## src/rtl/rst_seq_ctrl.sv

```systemverilog
// Reset sequencer: MMCM reset pulse, lock qualification, IDELAYCTRL wait,
// then staged release of IO and core resets; restarts on lock loss or timeout.
module rst_seq_ctrl #(
  parameter int MMCM_RST_CYC     = 8,
  parameter int LOCK_STABLE_CYC  = 32768,
  parameter int IDLY_TIMEOUT_CYC = 65536,
  parameter int STAGE_GAP_CYC    = 16
) (
  input  logic       sys_clk_bufg,
  input  logic       rst_n,
  input  logic       mmcm_locked,
  input  logic       idelay_rdy,
  output logic       rst_mmcm,
  output logic       rst_glb,
  output logic       rst_io_n,
  output logic       rst_core_n,
  output logic [2:0] seq_state,
  output logic [7:0] lock_loss_cnt,
  output logic       err_idelay_to
);

  localparam int MAX_AB  = (MMCM_RST_CYC > LOCK_STABLE_CYC) ? MMCM_RST_CYC : LOCK_STABLE_CYC;
  localparam int MAX_CD  = (IDLY_TIMEOUT_CYC > STAGE_GAP_CYC) ? IDLY_TIMEOUT_CYC : STAGE_GAP_CYC;
  localparam int CNT_MAX = (MAX_AB > MAX_CD) ? MAX_AB : MAX_CD;
  localparam int CNT_W   = $clog2(CNT_MAX + 1);

  localparam logic [CNT_W-1:0] MMCM_LAST   = CNT_W'(MMCM_RST_CYC - 1);
  localparam logic [CNT_W-1:0] STABLE_LAST = CNT_W'(LOCK_STABLE_CYC - 1);
  localparam logic [CNT_W-1:0] IDLY_LAST   = CNT_W'(IDLY_TIMEOUT_CYC - 1);
  localparam logic [CNT_W-1:0] GAP_LAST    = CNT_W'(STAGE_GAP_CYC - 1);

  typedef enum logic [2:0] {
    ST_MMCM_RST  = 3'd0,
    ST_WAIT_LOCK = 3'd1,
    ST_STABLE    = 3'd2,
    ST_IDLY      = 3'd3,
    ST_REL_IO    = 3'd4,
    ST_RUN       = 3'd5
  } state_t;

  // bit 0: mmcm_locked, bit 1: idelay_rdy
  logic [1:0] sync_meta_reg;
  logic [1:0] sync_out_reg;
  logic       locked_s;
  logic       rdy_s;

  always_ff @(posedge sys_clk_bufg or negedge rst_n) begin
    if (!rst_n) begin
      sync_meta_reg <= 2'b00;
      sync_out_reg  <= 2'b00;
    end else begin
      sync_meta_reg <= {idelay_rdy, mmcm_locked};
      sync_out_reg  <= sync_meta_reg;
    end
  end

  assign locked_s = sync_out_reg[0];
  assign rdy_s    = sync_out_reg[1];

  state_t           state_reg;
  state_t           state_next;
  logic [CNT_W-1:0] cnt_reg;
  logic [CNT_W-1:0] cnt_next;
  logic             lock_lost;
  logic             idly_to;

  always_comb begin
    state_next = state_reg;
    cnt_next   = cnt_reg + CNT_W'(1);
    lock_lost  = 1'b0;
    idly_to    = 1'b0;
    case (state_reg)
      ST_MMCM_RST: begin
        if (cnt_reg == MMCM_LAST) begin
          state_next = ST_WAIT_LOCK;
          cnt_next   = '0;
        end
      end
      ST_WAIT_LOCK: begin
        cnt_next = '0;
        if (locked_s) state_next = ST_STABLE;
      end
      ST_STABLE: begin
        // A glitch before release just restarts qualification; not a lock loss.
        if (!locked_s) begin
          state_next = ST_WAIT_LOCK;
          cnt_next   = '0;
        end else if (cnt_reg == STABLE_LAST) begin
          state_next = ST_IDLY;
          cnt_next   = '0;
        end
      end
      ST_IDLY: begin
        if (!locked_s) begin
          lock_lost = 1'b1;
        end else if (rdy_s) begin
          state_next = ST_REL_IO;
          cnt_next   = '0;
        end else if (cnt_reg == IDLY_LAST) begin
          state_next = ST_MMCM_RST;
          cnt_next   = '0;
          idly_to    = 1'b1;
        end
      end
      ST_REL_IO: begin
        if (!locked_s) begin
          lock_lost = 1'b1;
        end else if (cnt_reg == GAP_LAST) begin
          state_next = ST_RUN;
          cnt_next   = '0;
        end
      end
      ST_RUN: begin
        cnt_next = '0;
        if (!locked_s) lock_lost = 1'b1;
      end
      default: begin
        state_next = ST_MMCM_RST;
        cnt_next   = '0;
      end
    endcase
    // Lock loss overrides any timeout or stage completion on the same cycle.
    if (lock_lost) begin
      state_next = ST_MMCM_RST;
      cnt_next   = '0;
    end
  end

  always_ff @(posedge sys_clk_bufg or negedge rst_n) begin
    if (!rst_n) begin
      state_reg     <= ST_MMCM_RST;
      cnt_reg       <= '0;
      seq_state     <= 3'd0;
      rst_mmcm      <= 1'b1;
      rst_glb       <= 1'b1;
      rst_io_n      <= 1'b0;
      rst_core_n    <= 1'b0;
      lock_loss_cnt <= 8'd0;
      err_idelay_to <= 1'b0;
    end else begin
      state_reg  <= state_next;
      cnt_reg    <= cnt_next;
      seq_state  <= state_next;
      rst_mmcm   <= (state_next == ST_MMCM_RST);
      rst_glb    <= (state_next == ST_MMCM_RST) || (state_next == ST_WAIT_LOCK) ||
                    (state_next == ST_STABLE);
      rst_io_n   <= (state_next == ST_REL_IO) || (state_next == ST_RUN);
      rst_core_n <= (state_next == ST_RUN);
      if (lock_lost && (lock_loss_cnt != 8'hFF)) lock_loss_cnt <= lock_loss_cnt + 8'd1;
      if (idly_to) err_idelay_to <= 1'b1;
    end
  end

endmodule

```

## config.mk

```make
export PLATFORM = sky130hd
export DESIGN_NAME = rst_seq_ctrl
export DESIGN_NICKNAME = d
export VERILOG_FILES = /design/src/rtl/rst_seq_ctrl.sv
export SDC_FILE = /design/constraint.sdc
export NUM_CORES = 1
export LEC_CHECK = 0
export CAP_MARGIN = 20
export CORE_ASPECT_RATIO = 1.5
export CORE_MARGIN = 3
export CORE_UTILIZATION = 44
export CTS_CLUSTER_SIZE = 25
export DETAILED_ROUTE_END_ITERATION = 8
export PLACE_DENSITY = 0.66
export SYNTH_ARGS = -nofsm -noshare
export SYNTH_HDL_FRONTEND = slang
export SYNTH_SLANG_ARGS = --single-unit
```

## constraint.sdc

```tcl
create_clock -name sys_clk_bufg -period 2.45 [get_ports sys_clk_bufg]
set_input_delay 0.245 -clock sys_clk_bufg [delete_from_list [all_inputs] [get_ports sys_clk_bufg]]
set_output_delay 0.245 -clock sys_clk_bufg [all_outputs]
set_load 0.05 [all_outputs]
```

Word-level counts from Yosys, hierarchy flattened
Cells that the tools add are included.
Word-level totals
  register bits: 37
  input port bits: 4
  output and inout port bits: 16
  logic and storage cells: 60
Operators by class
  add/subtract/negate cells: 2
  eq/ne operators: 14
  muxes and demuxes: 27
  reduce and logical (&&, ||, !) cells: 7
Operator list (count)
  2-to-1 mux 17 bit: 9
  case mux 17 bit (4 select lines): 1
  2-to-1 mux 3 bit: 10
  case mux 3 bit (6 select lines): 1
  adder 17 x 1 -> 17 bit (second input constant): 1
  == test 17 x 15 -> 1 bit (second input constant): 1
  == test 17 x 16 -> 1 bit (second input constant): 1
  == test 17 x 3 -> 1 bit (second input constant): 1
  == test 17 x 4 -> 1 bit (second input constant): 1
  == test 3 bit (second input constant): 4
  == test 3 x 2 -> 1 bit (second input constant): 3
  adder 8 x 1 -> 8 bit (second input constant): 1
  inequality test 8 bit (second input constant): 1
  == test 3 x 1 -> 1 bit (second input constant): 2
  zero test 3 bit: 2
  2-to-1 mux 1 bit: 6
  logical OR 1 bit: 3
  OR reduction 3 bit: 1
  logical AND 1 bit: 1

Longest topological paths before layout
Gate-level depths: netlist of run 1.
  depth after elaboration: 9
  depth in mapped cells: 11
  depth with buffers taken out: 9

Least setup slack after synthesis of run 1
Ideal clock, no wire load.
  path type: register -> register
  start: reg cnt_reg[2]
  end: reg cnt_reg[10]
  setup time: 151 ps
  arrival: 2388 ps
  setup slack: -88 ps
  cell stages (with the launch flop): 12
  path buffers: 3
  cells stage by stage: dfrtp_1 > buf_2 > and4_2 > clkbuf_1 > nand2_1 > nor4_1 > and2_1 > ha_1 > o21ai_0 > a221oi_4 > buf_8 > a211oi_2
On the way
  longest elaborated chain between the ends: 6
  elaborated cells between the ends (all ways): 15
  classes of those cells: 1 x add/sub; 4 x eq/ne; 10 x mux
RTL lines
  from (decl): RTL line 62  | logic [CNT_W-1:0] cnt_reg;
  from (signal assigned): RTL line 142  | cnt_reg <= cnt_next;
  adder 17 x 1 -> 17 bit or == test 17 x 16 -> 1 bit (tied branches): RTL line 69, 99
  2-to-1 mux 17 bit: RTL line 99  | end else if (cnt_reg == IDLY_LAST) begin
  2-to-1 mux 17 bit: RTL line 96  | end else if (rdy_s) begin
  2-to-1 mux 17 bit: RTL line 94  | if (!locked_s) begin
  case mux 17 bit (4 select lines) *: RTL line 72  | case (state_reg)
  2-to-1 mux 17 bit *: RTL line 123  | if (lock_lost) begin
  net cnt_next[10]: RTL line 63  | logic [CNT_W-1:0] cnt_next;
The timed path passes the listed nets; every way through them passes the cells marked *.
A chain may end at the register's enable or synchronous reset.

Worst setup path after layout of run 1
  start: reg cnt_reg[3]
  end: reg state_reg[0]
On the way
  longest elaborated chain between the ends: 6
  elaborated cells between the ends (all ways): 14
  classes of those cells: 4 x eq/ne; 10 x mux
RTL lines
  == test 17 x 16 -> 1 bit: RTL line 99
  2-to-1 mux 3 bit: RTL line 99
  2-to-1 mux 3 bit: RTL line 96
  2-to-1 mux 3 bit: RTL line 94
  case mux 3 bit (6 select lines) *: RTL line 72
  2-to-1 mux 3 bit *: RTL line 123
  net state_next[0]: RTL line 61  | state_t state_next;
  to (signal assigned): RTL line 141  | state_reg <= state_next;
  to (decl): RTL line 60  | state_t state_reg;
Marks and branches as above.

==> results of run 1 <==
[placed cells by master, fill, tap and decap left out, types with 5 or more instances in the layout]
master,synthesis,layout
xnor2_1,12,12
nand2b_1,5,5
nand4_1,12,12
xor2_1,9,9
nand3_1,6,6
nor4_1,7,6
a211oi_2,9,9
clkbuf_8,0,5
dfrtp_1,35,35
clkdlybuf4s50_1,0,19
nor2_1,9,9
nand2_1,11,10
inv_1,5,5
a211oi_1,6,6
buf_4,0,17
[repair_timing]
action / 4_1_cts / 5_1_grt
endpoints found under the setup margin: 0 / 17
buffers inserted: 0 / 6
resized for setup: 0 / 4
[power breakdown]
group	total (µW)	switching, µW	leakage (µW)	internal, µW
Sequential	765	76.7	0.000493	688
Combinational	775	476	0.000512	299
Clock	397	200	0.0000450	197
Total	1940	753	0.00105	1180
[logic make-up (layout without fill, tap and decap cells)]
group,Yosys count,count (layout),synth area share [%]
compound gates,35,35,16.4
simple gates,73,73,21.7
fa+ha+maj,4,4,2.49
mux,1,1,0.560
flops,37,37,46.2
buf+inv,15,50,3.49
xor+xnor,21,21,9.15
[metal layers]
| metal | part of all wire [%] | global-route usage (%) |
|---|---|---|
| met5 | 0 | 0 |
| met3 | 3.6 | 3.50 |
| met2 | 53 | 29.4 |
| met1 | 42 | 21.7 |
| met4 | 1.5 | 5.33 |
[worst reg2reg max path: stages (launching register included)]
cell and delay [ps]:
dfrtp_1 360, and4_4 250, nand2_2 90, nor4_4 280, and2_1 170, ha_2 200
nor3b_1 60, o21bai_1 190, a21o_1 150, or3b_2 440
[path summary, 6_finish.rpt]
path,endpoint,cells past startpoint
hold / removal,sync_out_reg[0],0
setup reg to reg,state_reg[0],9
hold reg to reg,sync_out_reg[0],0
min in group asynchronous,lock_loss_cnt[7],2
setup / recovery,state_reg[0],9
max in group asynchronous,rst_mmcm,2
[area by class of cell]
class	count	area, µm²	area share, %
flip-flops and latches	37	928	37.8
multi-input cells	134	1030	42.0
clock inverters	2	10.0	0.407
well taps	46	57.6	2.34
inverters	5	18.8	0.764
repair buffers	37	338	13.7
clock buffers	6	72.6	2.95
[through the flow]
step           setup slack (ps)  std cells  util, %  instance area [µm²]  hold WS (ps)
2_1_floorplan              3.94        186        -                 2020         -50.6
3_3_place_gp                195        253     53.6                 2310           340
3_5_place_dp                122        253     53.6                 2310           335
4_1_cts                    99.7        261     55.5                 2400           350
5_1_grt                    15.4        267     56.9                 2460           353
6_report                    137        267     56.9                 2460           349
[synthesized netlist by cell type (all sizes together) (2+ instances only)]
master,instances
o211ai,2
nand2,11
nor3,3
inv,5
a221oi,3
and2,2
xnor2,12
clkbuf,6
and4,2
dfstp,2
nand2b,5
nand4,14
dfrtp,35
buf,4
and3,5
a211oi,15
o21ai,2
a21oi,3
nor4,7
nor2,9
xor2,9
nand3,6
or4,2
ha,4
==> results.txt, run 1 <==
CP max stage cell: or3b_2
Hold Path Origin: sync_meta_reg[0]
Vias: 1626
Critical Path RT: 2610 ps
critical setup path kind: flop to flop
P per Cell Area: 788 mW/mm²
hold buffer count at CTS: 0
layout cells sized above 1: 22.6%
number of synthesized flops with an enable pin: 0
clock-pin slew of the registers on the worst-case setup and hold paths: 70 ps
async set-or-reset flop fraction in the synthesized netlist: 100%
net count after synthesis: 194
Routed Antenna Nets: 0
GPL Wtd Cong: 0.815
Congestion Overflow GR: 0
post-route minimum period: 2310 ps
sequential fraction of the synthesis area: 46.2%
family with the most delay on the worst path: simple AND/OR/NAND/NOR gates
CTS tree: yes
Die Y: 88.8 µm
Fmax achieved: 432 MHz
worst hold path class: flop to flop
Critical Path AT: 2470 ps
root buf cell: clkbuf_8
crit path cell chain: and4_4 -> nand2_2 -> nor4_4 -> and2_1 -> ha_2 -> nor3b_1 -> o21bai_1 -> a21o_1 -> or3b_2
CP Capture Type: flop
I/O Pins: 20
vias per cell: 6.09
Pre-Repair DR Iteration Count: 4
WP buf/inv: 0
IO Port Bufs: 19
H-tree Lvls: 2
top post-synthesis cells by area: dfrtp_1, a211oi_2, xnor2_1, xor2_1, nand4_1
vias in the first global route: 1586
headroom to the max-slew limit: 61.1%
post-synth cell types: 52
MaxCap Viol Count: 0
Initial Util: 46.5%
cell taking the most area after synthesis: dfrtp_1
FF-to-FF Start: cnt_reg[3]
Initial DRC Count: 79
# nets final: 228
Max VDD drop: 0.363 mV
largest net degree at the start of global routing: 38
final setup violation count: 0
Setup crit start: cnt_reg[3]
core area: 0.00432 mm²
antenna cells: 0
total track usage: 17.3%
Final period util: 94.4%
# DRC: 0
Skew-Pair Late Insertion Delay: 280 ps
CP peak stage delay: 440 ps
mapped cell area: 0.00201 mm²
R2R Setup Slk: 140 ps
Static Leakage: 0.00105 µW
RSZ-0062 raised after global routing: false
Final Hold Violating Endpoints: 0
setup TNS: 0 ps
Mapped Cells: 186
CTS Buf Count: 5
Layout fillers: 361
Synth Area per Inst: 10.8 µm²
number of flip-flops in the largest register: 17
wire per inst: 15.9 µm
DP Wirelength: 3020 µm
total chip power: 1940 µW
Chip Width: 61.2 µm
critical path startpoint category: flop
worst-path fanout max: 4
top-area cell type share of the netlist area: 43.6%
die area: 0.00543 mm²
initial antenna violation count: 0
status: complete, no violations
Clock Tree Buf Depth: 2
post-synthesis register bit count: 37
fin. max-slew vios: 0
warnings from Yosys: 0
row count: 29
Main synth FF type: dfrtp_1
Area Overhead vs Synth: 22.3%
Worst Skew: 7.81 ps
Clock Sink Count: 37
worst slew pin tran: 584 ps
Routed Wire Length: 4260 µm
first-pass GRT wire length: 7240 µm
Power figures use the tool's default switching activity.
==> inputs of run 2 (changes only) <==
--- a/config.mk
+++ b/config.mk
@@ -6,12 +6,14 @@
 export NUM_CORES = 1
 export LEC_CHECK = 0
 export CAP_MARGIN = 20
+export CELL_PAD_IN_SITES_DETAIL_PLACEMENT = 2
+export CELL_PAD_IN_SITES_GLOBAL_PLACEMENT = 2
 export CORE_ASPECT_RATIO = 1.5
 export CORE_MARGIN = 3
-export CORE_UTILIZATION = 44
+export CORE_UTILIZATION = 40
 export CTS_CLUSTER_SIZE = 25
 export DETAILED_ROUTE_END_ITERATION = 8
-export PLACE_DENSITY = 0.66
+export PLACE_DENSITY = 0.83
 export SYNTH_ARGS = -nofsm -noshare
 export SYNTH_HDL_FRONTEND = slang
 export SYNTH_SLANG_ARGS = --single-unit
==> constraint.sdc (replaced) <==
create_clock -name sys_clk_bufg -period 2.85 [get_ports sys_clk_bufg]
set_input_delay 0.285 -clock sys_clk_bufg [delete_from_list [all_inputs] [get_ports sys_clk_bufg]]
set_output_delay 0.285 -clock sys_clk_bufg [all_outputs]
set_load 0.05 [all_outputs]
==> run 2 against run 1 <==
Against the previous run: power decreased by 16%; wire length increased by 27%; sequential share of layout area increased by 1.6 points; die area increased by 9.2%; first-iteration DRC count increased by 37%; clock skew decreased by 4.4 ps; largest power group is now sequential cells.
==> results.txt, run 2 (synthesis results as in run 1) <==
GPL Wtd Cong: 0.810 (was 0.815)
Fmax achieved: 377 MHz (was 432 MHz)
# DRC: 0 (unchanged)
MaxCap Viol Count: 0 (unchanged)
P per Cell Area: 691 mW/mm² (was 788 mW/mm²)
Pre-Repair DR Iteration Count: 4 (unchanged)
die area: 0.00593 mm² (was 0.00543 mm²)
CP peak stage delay: 470 ps (was 440 ps)
Final Hold Violating Endpoints: 0 (unchanged)
worst hold path class: flop to flop (unchanged)
setup TNS: 0 ps (unchanged)
Net Sw Power: 665 µW (was 753 µW)
CTS tree: yes (unchanged)
most common cell after layout, fill and taps aside: dfrtp_1 (unchanged)
CTS Buf Count: 5 (unchanged)
H-tree Lvls: 2 (unchanged)
Routed Wire Length: 5410 µm (was 4260 µm)
fin. max-slew vios: 0 (unchanged)
worst-path fanout max: 7 (was 4)
Die Y: 92.8 µm (was 88.8 µm)
Critical Path RT: 3020 ps (was 2610 ps)
DP Worst Slack: 135 ps (was 122 ps)
CP max stage cell: dfrtp_1 (was or3b_2)
Max VDD drop: 0.345 mV (was 0.363 mV)
Final period util: 93.1% (was 94.4%)
crit path cell chain: and4_2 -> nand2_1 -> nor4_2 -> and2_1 -> ha_1 -> nor3b_1 -> o21bai_1 -> a21o_1 -> or3b_2 (was and4_4 -> nand2_2 -> nor4_4 -> and2_1 -> ha_2 -> nor3b_1 -> o21bai_1 -> a21o_1 -> or3b_2)
vias per cell: 5.82 (was 6.09)
antenna cells: 0 (unchanged)
headroom to the max-slew limit: 46.4% (was 61.1%)
Initial Util: 41.4% (was 46.5%)
post-route minimum period: 2650 ps (was 2310 ps)
first-pass GRT wire length: 9090 µm (was 7240 µm)
row count: 31 (was 29)
Routed Antenna Nets: 0 (unchanged)
combinational group share of total power: 36.6% (was 40.0%)
# nets final: 214 (was 228)
root buf cell: clkbuf_8 (unchanged)
Final WS setup: 197 ps (was 137 ps)
layout cells sized above 1: 16.9% (was 22.6%)
WP buf/inv: 0 (unchanged)
R2R Setup Slk: 200 ps (was 140 ps)
RSZ-0062 raised after global routing: false (unchanged)
Layout fillers: 510 (was 361)
DP Wirelength: 3970 µm (was 3020 µm)
Design Area, Final: 0.00236 mm² (was 0.00246 mm²)
Sw Share: 40.7% (was 38.9%)
Final Util: 48.7% (was 56.9%)
Hold WS: 351 ps (was 349 ps)
family with the most delay on the worst path: simple AND/OR/NAND/NOR gates (unchanged)
CP Capture Type: flop (unchanged)
Clock Sink Count: 37 (unchanged)
Static Leakage: 0.000958 µW (was 0.00105 µW)
Pint: 968 µW (was 1180 µW)
Critical Path AT: 2820 ps (was 2470 ps)
core area: 0.00485 mm² (was 0.00432 mm²)
final setup violation count: 0 (unchanged)
number of flip-flops in the largest register: 17 (unchanged)
Congestion Overflow GR: 0 (unchanged)
part of the power in registers: 41.7% (was 39.5%)
vias in the first global route: 1757 (was 1586)
worst slew pin tran: 803 ps (was 584 ps)
largest net degree at the start of global routing: 38 (unchanged)
Initial DRC Count: 108 (was 79)
wire per inst: 19.8 µm (was 15.9 µm)
IO Port Bufs: 19 (unchanged)
Worst Skew: 3.44 ps (was 7.81 ps)
most frequent cells in the layout: dfrtp_1, clkdlybuf4s50_1, nand4_1, xnor2_1, nand2_1 (was dfrtp_1, clkdlybuf4s50_1, buf_4)
initial antenna violation count: 0 (unchanged)
Skew-Pair Late Insertion Delay: 290 ps (was 280 ps)
total track usage: 19.9% (was 17.3%)
critical setup path kind: flop to flop (unchanged)
clock-pin slew of the registers on the worst-case setup and hold paths: 70 ps (about the same)
I/O Pins: 20 (unchanged)
Clock Tree Buf Depth: 2 (unchanged)
setup bufs post-CTS: 0 (unchanged)
Chip Width: 63.9 µm (was 61.2 µm)
Vias: 1589 (was 1626)
status: complete, no violations (unchanged)
Clk pwr share: 21.7% (was 20.5%)
Area Overhead vs Synth: 17.6% (was 22.3%)
critical path startpoint category: flop (unchanged)
dpl cell area: 0.00227 mm² (was 0.00231 mm²)
run 2: worst register-to-register path: stages (launching register included):
cell      delay (ps)
dfrtp_1          470
and4_2           360
nand2_1          120
nor4_2           320
and2_1           180
ha_1             210
nor3b_1           70
o21bai_1         210
a21o_1           160
or3b_2           430
run 2: per-layer routing:
metal	GRT usage, %	vias to the layer above	part of all wire [%]
met5	0	-	0
met4	9.55	0	3.5
met3	3.52	14	2.9
met2	36.6	29	55
met1	21.4	811	38
li1	-	735	-
run 2: power groups by stage:
| stage | logic (µW) | registers, µW | clock network, µW |
|---|---|---|---|
| after global placement | 575 | 682 | 0 |
| after detailed placement | 599 | 692 | 0 |
| after global routing | 633 | 699 | 391 |
| final | 598 | 682 | 354 |
| after CTS | 601 | 681 | 365 |
| after floorplan | 322 | 766 | 0 |
run 2: layout make-up:
class                   instances  area, µm²  share of cell area, %
clock inverters                 2       10.0                  0.424
well taps                      66       82.6                   3.49
multi-input cells             134       1020                   43.0
clock buffers                   6       72.6                   3.07
inverters                       5       18.8                  0.794
flip-flops and latches         37        930                   39.3
repair buffers                 23        233                   9.85
run 2: stage by stage:
step / power [µW] / std cells
floorplan: 1090 / 186
CTS: 1650 / 273
finish: 1630 / 273
global placement: 1260 / 265
detailed placement: 1290 / 265
global route: 1720 / 273
run 2: worst paths after layout:
kind,start,to,cells after the start
setup / recovery,cnt_reg[3],state_reg[0],9
hold / removal,sync_meta_reg[0],sync_out_reg[0],0
setup reg to reg,cnt_reg[3],state_reg[0],9
hold reg to reg,sync_meta_reg[0],sync_out_reg[0],0
max in group asynchronous,rst_n,cnt_reg[2],2
min in group asynchronous,rst_n,lock_loss_cnt[6],2
run 2: timing repair:
item	CTS	global route
setup endpoints to repair	0	19
gates resized for setup	0	2
hold buffers	0	0
==> inputs of run 3 (changes only) <==
==> config.mk (replaced) <==
export PLATFORM = sky130hd
export DESIGN_NAME = rst_seq_ctrl
export DESIGN_NICKNAME = d
export VERILOG_FILES = /design/src/rtl/rst_seq_ctrl.sv
export SDC_FILE = /design/constraint.sdc
export NUM_CORES = 1
export LEC_CHECK = 0
export CAP_MARGIN = 20
export CORE_ASPECT_RATIO = 1.5
export CORE_MARGIN = 3
export CORE_UTILIZATION = 44
export CTS_CLUSTER_SIZE = 25
export DETAILED_ROUTE_END_ITERATION = 8
export PLACE_DENSITY = 0.63
export SLEW_MARGIN = 20
export SYNTH_ARGS = -nofsm -noshare
export SYNTH_HDL_FRONTEND = slang
export SYNTH_SLANG_ARGS = --single-unit
==> run 3 against run 2 <==
Against the previous run: largest power group unchanged; critical path type unchanged; count of clock-buffer cells in the layout increased by 1; wire length is 22% lower; clock power down 3%.
==> results.txt, run 3 (synthesis results as in run 1) <==
# DRC: 0 (unchanged)
wire per inst: 16.7 µm (was 19.8 µm)
critical path startpoint category: flop (unchanged)
# nets final: 214 (unchanged)
CTS tree: yes (unchanged)
H-tree Lvls: 2 (unchanged)
CP Capture Type: flop (unchanged)
vias in the first global route: 1657 (was 1757)
Chip Width: 61.2 µm (was 63.9 µm)
total track usage: 18.2% (was 19.9%)
Skew-Pair Late Insertion Delay: 290 ps (about the same)
Initial DRC Count: 115 (was 108)
layout cells sized above 1: 15.9% (was 16.9%)
CTS Buf Count: 5 (unchanged)
RSZ-0062 raised after global routing: false (unchanged)
most common cell after layout, fill and taps aside: dfrtp_1 (unchanged)
Pre-Repair DR Iteration Count: 4 (unchanged)
worst slew pin tran: 785 ps (was 803 ps)
Vias: 1512 (was 1589)
worst-path fanout max: 16 (was 7)
final setup violation count: 0 (unchanged)
worst hold path class: flop to flop (unchanged)
core area: 0.00432 mm² (was 0.00485 mm²)
vias per cell: 5.98 (was 5.82)
CP max stage cell: dfrtp_1 (unchanged)
Sequential cell area: 928 µm² (was 930 µm²)
Initial Util: 46.5% (was 41.4%)
headroom to the max-slew limit: 47.7% (was 46.4%)
P per Cell Area: 685 mW/mm² (was 691 mW/mm²)
Routed Wire Length: 4230 µm (was 5410 µm)
Final period util: 89.5% (was 93.1%)
initial antenna violation count: 0 (unchanged)
antenna cells: 0 (unchanged)
MaxCap Viol Count: 0 (unchanged)
area of the multi-input gates: 0.00102 mm² (unchanged)
critical setup path kind: flop to flop (unchanged)
family with the most delay on the worst path: simple AND/OR/NAND/NOR gates (unchanged)
first-pass GRT wire length: 7530 µm (was 9090 µm)
Static Leakage: 0.000957 µW (was 0.000958 µW)
Max VDD drop: 0.349 mV (was 0.345 mV)
status: complete, no violations (unchanged)
Final Hold Violating Endpoints: 0 (unchanged)
non-filler cells, final: 253 (was 273)
Clock Tree Buf Depth: 2 (unchanged)
GPL Wtd Cong: 0.798 (was 0.810)
largest net degree at the start of global routing: 38 (unchanged)
Clock Sink Count: 37 (unchanged)
CP peak stage delay: 480 ps (was 470 ps)
Critical Path RT: 2980 ps (was 3020 ps)
Area Overhead vs Synth: 16.3% (was 17.6%)
WP buf/inv: 1 (was 0)
die area: 0.00543 mm² (was 0.00593 mm²)
Fmax achieved: 392 MHz (was 377 MHz)
setup bufs post-CTS: 0 (unchanged)
I/O Pins: 20 (unchanged)
root buf cell: clkbuf_8 (unchanged)
post-placement cell count: 245 (was 265)
clock-pin slew of the registers on the worst-case setup and hold paths: 70 ps (about the same)
Die Y: 88.8 µm (was 92.8 µm)
post-route minimum period: 2550 ps (was 2650 ps)
crit path cell chain: and4_2 -> nand2_1 -> nor4_2 -> and2_1 -> ha_1 -> o21ai_0 -> a221oi_4 -> buf_12 -> a211oi_1 (was and4_2 -> nand2_1 -> nor4_2 -> and2_1 -> ha_1 -> nor3b_1 -> o21bai_1 -> a21o_1 -> or3b_2)
fin. max-slew vios: 0 (unchanged)
Worst Skew: 5.51 ps (was 3.44 ps)
Routed Antenna Nets: 0 (unchanged)
setup TNS: 0 ps (unchanged)
IO Port Bufs: 19 (unchanged)
DP Wirelength: 2960 µm (was 3970 µm)
most frequent cells in the layout: dfrtp_1, clkdlybuf4s50_1, nand4_1, xnor2_1, nand2_1 (unchanged)
Congestion Overflow GR: 0 (unchanged)
number of flip-flops in the largest register: 17 (unchanged)
Critical Path AT: 2680 ps (was 2820 ps)
Layout fillers: 385 (was 510)
row count: 29 (was 31)
-- run 3: stage by stage --
stage / hold slack [ps] / total power, µW / instance area, µm² / setup WS (ps) / util [%]
after floorplan: -10.6 / 1090 / 2010 / 312 / -
after global placement: 342 / 1250 / 2250 / 318 / 52.1
after detailed placement: 337 / 1270 / 2250 / 255 / 52.1
after CTS: 350 / 1620 / 2330 / 239 / 54.0
after global routing: 362 / 1710 / 2340 / 5.37 / 54.1
final: 347 / 1600 / 2340 / 298 / 54.1
-- run 3: final cells by class --
class / count / area share (%)
clock buffer: 7 / 3.27
timing repair buffer: 23 / 9.96
clock inverter: 1 / 0.214
sequential: 37 / 39.7
tap: 46 / 2.46
inverter: 5 / 0.803
multi-input combinational: 134 / 43.5
-- run 3: path summary, 6_finish.rpt --
kind	start	end	slack, ps	cells after the start
setup / recovery	cnt_reg[2]	cnt_reg[2]	300	9
hold / removal	sync_meta_reg[0]	sync_out_reg[0]	350	0
setup reg to reg	cnt_reg[2]	cnt_reg[2]	300	9
hold reg to reg	sync_meta_reg[0]	sync_out_reg[0]	350	0
max in group asynchronous	rst_n	rst_glb	2090	2
min in group asynchronous	rst_n	lock_loss_cnt[4]	410	2
-- run 3: worst reg2reg max path, stage by stage (launching register included) --
cell      delay (ps)
dfrtp_1          480
and4_2           340
nand2_1          110
nor4_2           280
and2_1           170
ha_1             200
o21ai_0          150
a221oi_4         360
buf_12           190
a211oi_1         100
-- run 3: power breakdown --
| part | internal (µW) | switching (µW) |
|---|---|---|
| sequential | 591 | 84.7 |
| clock | 171 | 174 |
| combinational | 206 | 374 |
-- run 3: repair_timing --
item                       4_1_cts  5_1_grt
hold buffers                     0        0
gates resized for setup          0        1
setup endpoints to repair        0       17
-- run 3: metal layers --
layer  vias up  wire length (µm)  GRT usage, %
li1        732                 -             -
met1       743              1770          21.5
met2        26              2240          31.3
met3        11               111          2.77
met4         0               100          8.68
met5         -                 0             0
